===== src/rtl/prng_step_arbiter_if.sv =====
// prng_step_arbiter_if: seed and requester/response handshake bundle (slave = arbiter side)
interface prng_step_arbiter_if #(
  parameter int NUM_REQ = 4,
  parameter int WIDTH   = 128
);
  logic               seed_valid_i;
  logic               seed_ready_o;
  logic [WIDTH-1:0]   seed_i;
  logic [NUM_REQ-1:0] req_i;
  logic [NUM_REQ-1:0] gnt_o;
  logic               rsp_valid_o;
  logic [WIDTH-1:0]   rsp_data_o;
  logic               rsp_ready_i;
  modport slave (
    input  seed_valid_i, seed_i, req_i, rsp_ready_i,
    output seed_ready_o, gnt_o, rsp_valid_o, rsp_data_o
  );
  modport master (
    output seed_valid_i, seed_i, req_i, rsp_ready_i,
    input  seed_ready_o, gnt_o, rsp_valid_o, rsp_data_o
  );
endinterface


===== src/rtl/prng_step_arbiter.sv =====
// prng_step_arbiter: PRNG seeding/warm-up sequencer and round-robin word arbiter; PRNG_REPEAT_CHECK_EN adds err_o repeat detection
module prng_step_arbiter #(
  parameter int NUM_REQ      = 4,
  parameter int WIDTH        = 128,
  parameter int PERM_LAT     = 1,
  parameter int WARMUP_STEPS = 8
) (
  input  logic             clk,
  input  logic             rst,
  prng_step_arbiter_if.slave bus,
  output logic             seed_load_o,
  output logic [WIDTH-1:0] seed_data_o,
  output logic             step_o,
  input  logic [WIDTH-1:0] perm_data_i,
  output logic             busy_o
`ifdef PRNG_REPEAT_CHECK_EN
  ,
  output logic             err_o
`endif
);
  localparam int PW = $clog2(NUM_REQ);
  localparam int CW = $clog2(PERM_LAT + 1);
  localparam int WW = WARMUP_STEPS > 0 ? $clog2(WARMUP_STEPS + 1) : 1;
  localparam logic [CW-1:0] PL_C = CW'(PERM_LAT);
  localparam logic [WW-1:0] WS_C = WW'(WARMUP_STEPS);
  localparam logic [PW-1:0] LAST = PW'(NUM_REQ - 1);

  typedef enum logic [2:0] {UNSEEDED, LOAD, WARMUP, RUN_IDLE, RUN_WAIT, RUN_HOLD} state_t;

  state_t           state_q, state_d;
  logic [WIDTH-1:0] seed_q, seed_d;
  logic [WIDTH-1:0] rsp_q, rsp_d;
  logic [PW-1:0]    gidx_q, gidx_d;
  logic [PW-1:0]    rr_q, rr_d;
  logic [CW-1:0]    cnt_q, cnt_d;
  logic [WW-1:0]    wcnt_q, wcnt_d;
  logic [PW-1:0]    pick, k;
  logic             found, seed_hs, blocked;

`ifdef PRNG_REPEAT_CHECK_EN
  logic             err_q, err_d;
  logic [WIDTH-1:0] prev_q, prev_d;
  logic             prev_v_q, prev_v_d;
  assign blocked = err_q;
  assign err_o   = err_q;
`else
  assign blocked = 1'b0;
`endif

  assign bus.seed_ready_o = rst & (state_q == UNSEEDED || state_q == RUN_IDLE);
  assign seed_hs          = bus.seed_valid_i & bus.seed_ready_o;
  assign seed_load_o      = state_q == LOAD;
  assign seed_data_o      = seed_q;
  assign bus.rsp_valid_o  = state_q == RUN_HOLD;
  assign bus.gnt_o        = bus.rsp_valid_o ? NUM_REQ'(1) << gidx_q : '0;
  assign bus.rsp_data_o   = rsp_q;
  assign busy_o           = !(state_q == UNSEEDED || state_q == RUN_IDLE);

  // round-robin search: first active request at or after rr_q, wrapping
  always_comb begin
    found = 1'b0;
    pick  = '0;
    k     = rr_q;
    for (int i = 0; i < NUM_REQ; i++) begin
      if (!found && bus.req_i[k]) begin
        found = 1'b1;
        pick  = k;
      end
      k = (k == LAST) ? '0 : k + 1'b1;
    end
  end

  // next-state, step pulse and datapath updates
  always_comb begin
    state_d = state_q;
    seed_d  = seed_q;
    rsp_d   = rsp_q;
    gidx_d  = gidx_q;
    rr_d    = rr_q;
    cnt_d   = cnt_q;
    wcnt_d  = wcnt_q;
    step_o  = 1'b0;
`ifdef PRNG_REPEAT_CHECK_EN
    err_d    = err_q;
    prev_d   = prev_q;
    prev_v_d = prev_v_q;
`endif
    case (state_q)
      UNSEEDED: begin
        if (seed_hs) begin
          seed_d  = bus.seed_i;
          state_d = LOAD;
        end
      end
      LOAD: begin
        cnt_d   = '0;
        wcnt_d  = '0;
        state_d = WARMUP_STEPS > 0 ? WARMUP : RUN_IDLE;
`ifdef PRNG_REPEAT_CHECK_EN
        err_d    = 1'b0;
        prev_d   = '0;
        prev_v_d = 1'b0;
`endif
      end
      WARMUP: begin
        step_o  = cnt_q == '0;
        cnt_d   = (cnt_q == PL_C) ? '0 : cnt_q + 1'b1;
        wcnt_d  = wcnt_q + WW'(step_o);
        state_d = (cnt_q == PL_C && wcnt_q == WS_C) ? RUN_IDLE : WARMUP;
      end
      RUN_IDLE: begin
        if (seed_hs) begin
          seed_d  = bus.seed_i;
          state_d = LOAD;
        end else if (found && !blocked) begin
          gidx_d  = pick;
          step_o  = 1'b1;
          cnt_d   = PL_C;
          state_d = RUN_WAIT;
        end
      end
      RUN_WAIT: begin
        cnt_d = cnt_q - 1'b1;
        if (cnt_q == CW'(1)) begin
`ifdef PRNG_REPEAT_CHECK_EN
          if (prev_v_q && perm_data_i == prev_q) begin
            err_d   = 1'b1;
            state_d = RUN_IDLE;
          end else begin
            rsp_d    = perm_data_i;
            prev_d   = perm_data_i;
            prev_v_d = 1'b1;
            state_d  = RUN_HOLD;
          end
`else
          rsp_d   = perm_data_i;
          state_d = RUN_HOLD;
`endif
        end
      end
      RUN_HOLD: begin
        if (bus.rsp_ready_i) begin
          rr_d    = (gidx_q == LAST) ? '0 : gidx_q + 1'b1;
          state_d = RUN_IDLE;
        end
      end
      default: state_d = UNSEEDED;
    endcase
  end

  // state and datapath registers, cleared asynchronously
  always_ff @(posedge clk or negedge rst) begin
    if (!rst) begin
      state_q  <= UNSEEDED;
      seed_q   <= '0;
      rsp_q    <= '0;
      gidx_q   <= '0;
      rr_q     <= '0;
      cnt_q    <= '0;
      wcnt_q   <= '0;
`ifdef PRNG_REPEAT_CHECK_EN
      err_q    <= 1'b0;
      prev_q   <= '0;
      prev_v_q <= 1'b0;
`endif
    end else begin
      state_q  <= state_d;
      seed_q   <= seed_d;
      rsp_q    <= rsp_d;
      gidx_q   <= gidx_d;
      rr_q     <= rr_d;
      cnt_q    <= cnt_d;
      wcnt_q   <= wcnt_d;
`ifdef PRNG_REPEAT_CHECK_EN
      err_q    <= err_d;
      prev_q   <= prev_d;
      prev_v_q <= prev_v_d;
`endif
    end
  end
endmodule


===== src/flat_wrapper.sv =====
// flat-port wrapper written by rule: the top's interface ports become plain ports
module prng_step_arbiter_flat 
#(
  parameter int NUM_REQ      = 4,
  parameter int WIDTH        = 128,
  parameter int PERM_LAT     = 1,
  parameter int WARMUP_STEPS = 8
)
  (clk, rst, seed_load_o, seed_data_o, step_o, perm_data_i, busy_o, bus_seed_valid_i, bus_seed_i, bus_req_i, bus_rsp_ready_i, bus_seed_ready_o, bus_gnt_o, bus_rsp_valid_o, bus_rsp_data_o);
  prng_step_arbiter_if #(.NUM_REQ(NUM_REQ), .WIDTH(WIDTH)) bus_i ();
  input  logic clk;
  input  logic rst;
  output logic seed_load_o;
  output logic [WIDTH-1:0] seed_data_o;
  output logic step_o;
  input  logic [WIDTH-1:0] perm_data_i;
  output logic busy_o;
  input wire logic [$bits(bus_i.seed_valid_i)-1:0] bus_seed_valid_i;
  input wire logic [$bits(bus_i.seed_i)-1:0] bus_seed_i;
  input wire logic [$bits(bus_i.req_i)-1:0] bus_req_i;
  input wire logic [$bits(bus_i.rsp_ready_i)-1:0] bus_rsp_ready_i;
  output wire logic [$bits(bus_i.seed_ready_o)-1:0] bus_seed_ready_o;
  output wire logic [$bits(bus_i.gnt_o)-1:0] bus_gnt_o;
  output wire logic [$bits(bus_i.rsp_valid_o)-1:0] bus_rsp_valid_o;
  output wire logic [$bits(bus_i.rsp_data_o)-1:0] bus_rsp_data_o;
  assign bus_i.seed_valid_i = bus_seed_valid_i;
  assign bus_i.seed_i = bus_seed_i;
  assign bus_i.req_i = bus_req_i;
  assign bus_i.rsp_ready_i = bus_rsp_ready_i;
  assign bus_seed_ready_o = bus_i.seed_ready_o;
  assign bus_gnt_o = bus_i.gnt_o;
  assign bus_rsp_valid_o = bus_i.rsp_valid_o;
  assign bus_rsp_data_o = bus_i.rsp_data_o;
  prng_step_arbiter #(.NUM_REQ(NUM_REQ), .WIDTH(WIDTH), .PERM_LAT(PERM_LAT), .WARMUP_STEPS(WARMUP_STEPS)) u_core (.clk(clk), .rst(rst), .bus(bus_i), .seed_load_o(seed_load_o), .seed_data_o(seed_data_o), .step_o(step_o), .perm_data_i(perm_data_i), .busy_o(busy_o));
endmodule

===== config.mk =====
export PLATFORM = sky130hd
export DESIGN_NAME = prng_step_arbiter_flat
export DESIGN_NICKNAME = d
export VERILOG_FILES = /design/src/rtl/prng_step_arbiter_if.sv /design/src/rtl/prng_step_arbiter.sv /design/src/flat_wrapper.sv
export SDC_FILE = /design/constraint.sdc
export NUM_CORES = 1
export LEC_CHECK = 0
export ABC_AREA = 0
export CORE_AREA = 10 10 199 201
export CTS_BUF_LIST = sky130_fd_sc_hd__clkbuf_4
export DETAILED_ROUTE_END_ITERATION = 6
export DIE_AREA = 0 0 209 211
export PLACE_DENSITY = 0.72
export SETUP_SLACK_MARGIN = 0.5
export SLEW_MARGIN = 20
export SYNTH_ARGS = -nofsm -noshare
export SYNTH_HDL_FRONTEND = slang
export SYNTH_SLANG_ARGS = --single-unit

===== constraint.sdc =====
create_clock -name clk -period 2.1 [get_ports clk]
set_input_delay 0.42 -clock clk [delete_from_list [all_inputs] [get_ports clk]]
set_output_delay 0.42 -clock clk [all_outputs]
set_load 0.01 [all_outputs]

## Word level (Yosys, flattened, before mapping)

Cells that the tools add are included.
W data, S select, Z words.

- Add/subtract/negate cells: 7
- $lt $le $gt $ge: 4
- Equality and inequality tests: 16
- Shifts and indexed selects: 1
- Multiplexer cells: 36
- Bitwise gates (word level): 4
- Reductions and logical operators: 19

Operators by type and width:

| cell | count |
|---|---|
| $pmux W3 S6 | 1 |
| $mux W2 | 8 |
| $mux W3 | 5 |
| $mux W1 | 14 |
| $lt A2 B3 Y1 const B | 4 |
| $add A2 B1 Y2 const B | 4 |
| $bmux W1 S2 | 4 |
| $eq A2 B2 Y1 const B | 4 |
| $pmux W4 S2 | 1 |
| $eq A3 B2 Y1 const B | 2 |
| $eq A3 B3 Y1 const B | 2 |
| $ne A2 B1 Y1 const B | 3 |
| $reduce_and A2 Y1 | 3 |
| $reduce_and A3 Y1 | 2 |
| $add A4 B1 Y4 | 1 |
| $eq A4 B4 Y1 const B | 1 |
| $logic_and A1 B1 Y1 | 4 |
| $logic_not A1 Y1 | 4 |
| $mux W4 | 1 |
| $ne A2 B2 Y1 const B | 2 |
| $pmux W1 S4 | 1 |
| $reduce_and A4 Y1 | 1 |
| $reduce_bool A4 Y1 | 1 |
| $shl A1 B2 Y4 const A | 1 |
| 11 further kinds | 13 |

- Flip-flop bits (word level): 268
- Input bits: 264
- Logic and storage cells: 94

## Depth between registers and ports, before layout

- Depth in word-level cells: 15
- Gate-level depth with buffers: 9

## Worst setup path after synthesis

OpenSTA, ideal clock, no wires.

- Kind: register to output
- Start: register u_core.rr_q[0]
- End: output port step_o
- Arrival: 1.760 ns
- Slack: -0.080 ns
- Stages on the path, launching flop included: 9
- Path buffers: 1
- Cells stage by stage: dfrtp_1 ha_1 buf_2 nor2b_1 a22o_1 nand2_1 a21oi_2 o22ai_1 and2_1

- Longest elaborated chain between the ends: 15
- Elaborated cells on any way between the ends: 30
- Classes of those cells: 3 x add/sub; 3 x eq/ne; 18 x mux; 6 x reduce/logical

RTL lines:

| item | line | text |
|---|---|---|
| from (decl) | prng_step_arbiter.sv:34 | `logic [PW-1:0] rr_q, rr_d;` |
| from (signal assigned) | prng_step_arbiter.sv:171 | `rr_q <= rr_d;` |
| branches (longest 11 deep; another with $add A2 B1 Y2) | n/a |  |
| $mux W1 * | prng_step_arbiter.sv:65 | `if (!found && bus.req_i[k]) begin` |
| $mux W1 * | prng_step_arbiter.sv:115 | `end else if (found && !blocked) begin` |
| $mux W1 * | prng_step_arbiter.sv:112 | `if (seed_hs) begin` |
| $pmux W1 S2 * | prng_step_arbiter.sv:88 | `case (state_q)` |
| to (decl) | flat_wrapper.sv:15 | `output logic step_o;` |

Every way passes the cells marked *. The select of a mux whose other input is x is not followed.

## Worst setup path in the final report

Same ends and word-level chain as after synthesis.

==> impl_metrics.py <==
metrics = {
    "run_status": {
        "status": "complete, but fails checks",
        "violations": "setup timing",
    },
    "pwr": {
        "seq_power_share_pct": 31.5,
        "combPwrFrac_pct": 50.6,
        "pwr-share-clk_pct": 17.9,
        "power.internal_mw": 18.9,
        "p_sw_mw": 10.4,
        "ir_worst_vdd_mv": 0.859,
        "swShare_pct": 35.4,
        "fin_total_pwr_mw": 29.3,
        "power_density_nw_per_um2": 1430,
        "leakage_nw": 10.2,
    },
    "floorplan": {
        "core-area_sq_um": 35400,
        "die_x_um": 209,
        "top_level_ports": 529,
        "rows": 69,
        "start_util_pct": 29.9,
        "die_h_um": 211,
        "dieArea_sq_um": 44100,
    },
    "detailed_routing": {
        "ant_nets": 0,
        "first_pass_iters": 5,
        "post_drt_wl_per_cell_um": 22.1,
        "wirelength_um": 48500,
        "vias": 10200,
        "viasPerCell": 4.63,
        "drt_iter0_markers": 451,
        "route.detailed.drc": 0,
    },
    "synthesis": {
        "synth.distinct_cells": 47,
        "muxShareOfSynthArea_pct": 14.1,
        "avgSynthCellArea_sq_um": 11.1,
        "synth_ff_type": "dfrtp_1",
        "syn-cell-area_sq_um": 10600,
        "synth_edf_count": 0,
        "yosys-top-cells-area": "dfrtp_1 63%, nand2_1 14%, mux2_1 13%, buf_2 1.4%, mux2_2 0.96%",
        "synth-async-reset-ratio_pct": 100,
        "synth-adder-area-share_pct": 0.826,
        "yosys.area.top_type": "dfrtp_1",
        "synthTopCellsByCount": "399 x nand2_1, 268 x dfrtp_1, 120 x mux2_1",
        "ys_seq_area_share_pct": 63.3,
        "synthXorXnorAreaFrac_pct": 0.165,
        "synth_top_family_by_area": "simple AND/OR/NAND/NOR gates",
        "synth_top_area_share_pct": 63.3,
        "syn-num-nets": 1225,
        "synthSimpleGateAreaFrac_pct": 16.2,
        "synth-seq-cells": 268,
        "ys.warnings.count": 0,
        "postSynthCellCount": 954,
        "yosysMostFrequentCell": "nand2_1",
        "synth_compound_area_share_pct": 2.87,
    },
    "critical_path": {
        "cp-end-kind": "output port",
        "worstSetupStartpointType": "flip-flop",
        "critPathRequiredTime_ps": 1680,
        "path_class": "reg2out",
        "slowest_stage": "dfrtp_1",
        "r2r-start": "u_core.state_q[1]",
        "cpPeakStageDelay_ps": 410,
        "reg2reg_depth": 15,
        "rr_endpoint": "u_core.bus.rsp_data_o[62]",
        "r2r_setup_slack_ps": -360,
        "arrival_ps": 2410,
        "cp_cell_sequence": "ha_4, nor2b_1, a32o_1, a32oi_2, a21oi_2, o22ai_1, and2_4, buf_4",
        "cp_max_fo": 7,
    },
    "clock_network": {
        "root_buffer": "clkbuf_4",
        "h-tree-depth": 3,
        "clk_pin_slew_ps": 60,
        "cts.sinks": 268,
        "cts_buffer_depth": 3,
        "cts_tree": "built",
        "insertion_delay_ps": 720,
        "cts_buffers": 79,
    },
    "worst_hold_path": {
        "holdPathEnd": "u_core.state_q[1]",
        "hold_start": "rst",
        "holdPathStages": 5,
        "hp-class": "in2reg",
    },
    "sta": {
        "relSlewSlack_pct": 31.0,
        "tightestPinTransition_ps": 1030,
        "finalHoldViolations": 0,
        "finalSetupTns_ps": -40240,
        "setup_slack_ps": -732,
        "slew_viol_final": 0,
        "skew_ps": 35.7,
        "grt_setup_unrepaired": "yes",
        "setup_viol_count_final": 139,
        "timing.final.crit_share_pct": 135,
        "finalCriticalPeriod_ps": 2830,
        "max_freq_mhz": 353,
    },
    "place": {
        "gp_congestion": 0.816,
        "placed_cells": 1948,
        "dpl.hpwl_um": 31700,
        "port_buffers": 528,
    },
    "layout": {
        "area_growth_pct": 93.1,
        "drive_gt1_share_pct": 48.9,
        "final_nets": 1944,
        "utilization_pct": 57.8,
        "instances_no_fill": 2198,
    },
    "global_routing": {
        "overflow": 0,
        "grt_max_degree": 161,
        "track_usage_pct": 19.9,
        "grt_first_pass_wirelength_um": 67800,
        "grt_pass1_vias": 10900,
        "antenna_found_initial": 9,
    },
    "flow_run": {
        "cap_violations": 0,
    },
}
## layout by cell type (no fill, tap or decap), types with 5 or more instances in the layout
| master | count |
|---|---|
| nand2_2 | 94 |
| nand2_1 | 258 |
| buf_6 | 201 |
| mux2_4 | 128 |
| ha_1 | 6 |
| buf_12 | 26 |
| buf_2 | 92 |
| clkdlybuf4s50_1 | 262 |
| inv_1 | 8 |
| buf_8 | 20 |
| nor2_1 | 8 |
| clkbuf_16 | 10 |
| buf_16 | 13 |
| buf_4 | 63 |
| clkinv_1 | 14 |
| diode_2 | 8 |
| o21ai_0 | 12 |
| a21oi_1 | 6 |
| and3_4 | 5 |
| clkbuf_4 | 115 |
| o211ai_1 | 6 |
| nand2_4 | 47 |
| dfrtp_1 | 267 |
## how the worst max path moves through the flow
| stage | cells past startpoint | slack [ps] | startpoint | endpoint |
|---|---|---|---|---|
| floorplan | 8 | 70 | u_core.rr_q[0] | step_o |
| global placement | 8 | -730 | bus_req_i[1] | step_o |
| detailed placement | 8 | -750 | bus_req_i[1] | step_o |
| CTS | 8 | -840 | u_core.rr_q[0] | step_o |
| global route | 8 | -940 | u_core.rr_q[1] | step_o |
| finish | 8 | -730 | u_core.rr_q[0] | step_o |
## area by class of cell
| cell class | instances | area, sq um |
|---|---|---|
| multi-input combinational | 626 | 4820 |
| fill | 2834 | 14900 |
| timing repair buffer | 688 | 7260 |
| clock inverter | 22 | 179 |
| antenna | 8 | 20.0 |
| inverter | 10 | 40.0 |
| clock buffer | 115 | 863 |
| sequential | 268 | 6710 |
| tap | 461 | 577 |
## state kept, by name, summed over array words and instances, names as in the netlist
register,count
u_core.rr_q,2
u_core.gidx_q,2
u_core.state_q,3
u_core.wcnt_q,4
u_core.seed_data_o,128
u_core.cnt_q,1
u_core.bus.rsp_data_o,128
## metal layers
metal  share of wire (%)  routed length (um)  global-route usage, %
met3                 8.9                4310                   7.61
met5               0.045                  22                      0
met4                 3.3                1600                   8.39
met1                  37               17700                   21.5
met2                  51               24900                   34.3
## timing repair
item	4_1_cts	5_1_grt
pin swaps	8	96
setup endpoints to repair	527	558
hold buffers	1	0
endpoints found under the hold margin	108	0
setup buffers	58	21
gates resized for setup	1459	269
gates cloned	11	14
## stage by stage
stage	hold WS, ps	setup slack (ps)	area (sq um)
floorplan	124	65.5	10900
global placement	392	-730	16900
detailed placement	395	-749	16900
CTS	81.5	-839	19100
global route	137	-941	20500
finish	167	-732	20500
## logic make-up after synthesis
kind of cell / after synthesis
AOI/OAI and AO/OA: 45
muxes: 133
xor gates and xnor gates: 2
and+or+nand+nor: 439
adders and majority gates: 7
DFF: 268
buffers and inverters: 60
## critical path: cells and delay by family, from the launching register on
| family | cells | cell delay (ps) |
|---|---|---|
| fa+ha+maj | 1 | 330 |
| compound gates | 4 | 620 |
| buf+inv | 1 | 110 |
| flops | 1 | 410 |
| simple gates | 2 | 210 |
## power groups by stage
stage / sequential [mW] / clock [mW] / combinational (mW)
floorplan: 9.88 / 0 / 3.63
global placement: 8.76 / 0 / 11.6
detailed placement: 8.87 / 0 / 11.8
CTS: 9.12 / 5.42 / 13.3
global route: 9.51 / 5.72 / 15.8
finish: 9.22 / 5.25 / 14.8
(Power assumes the default switching activity.)
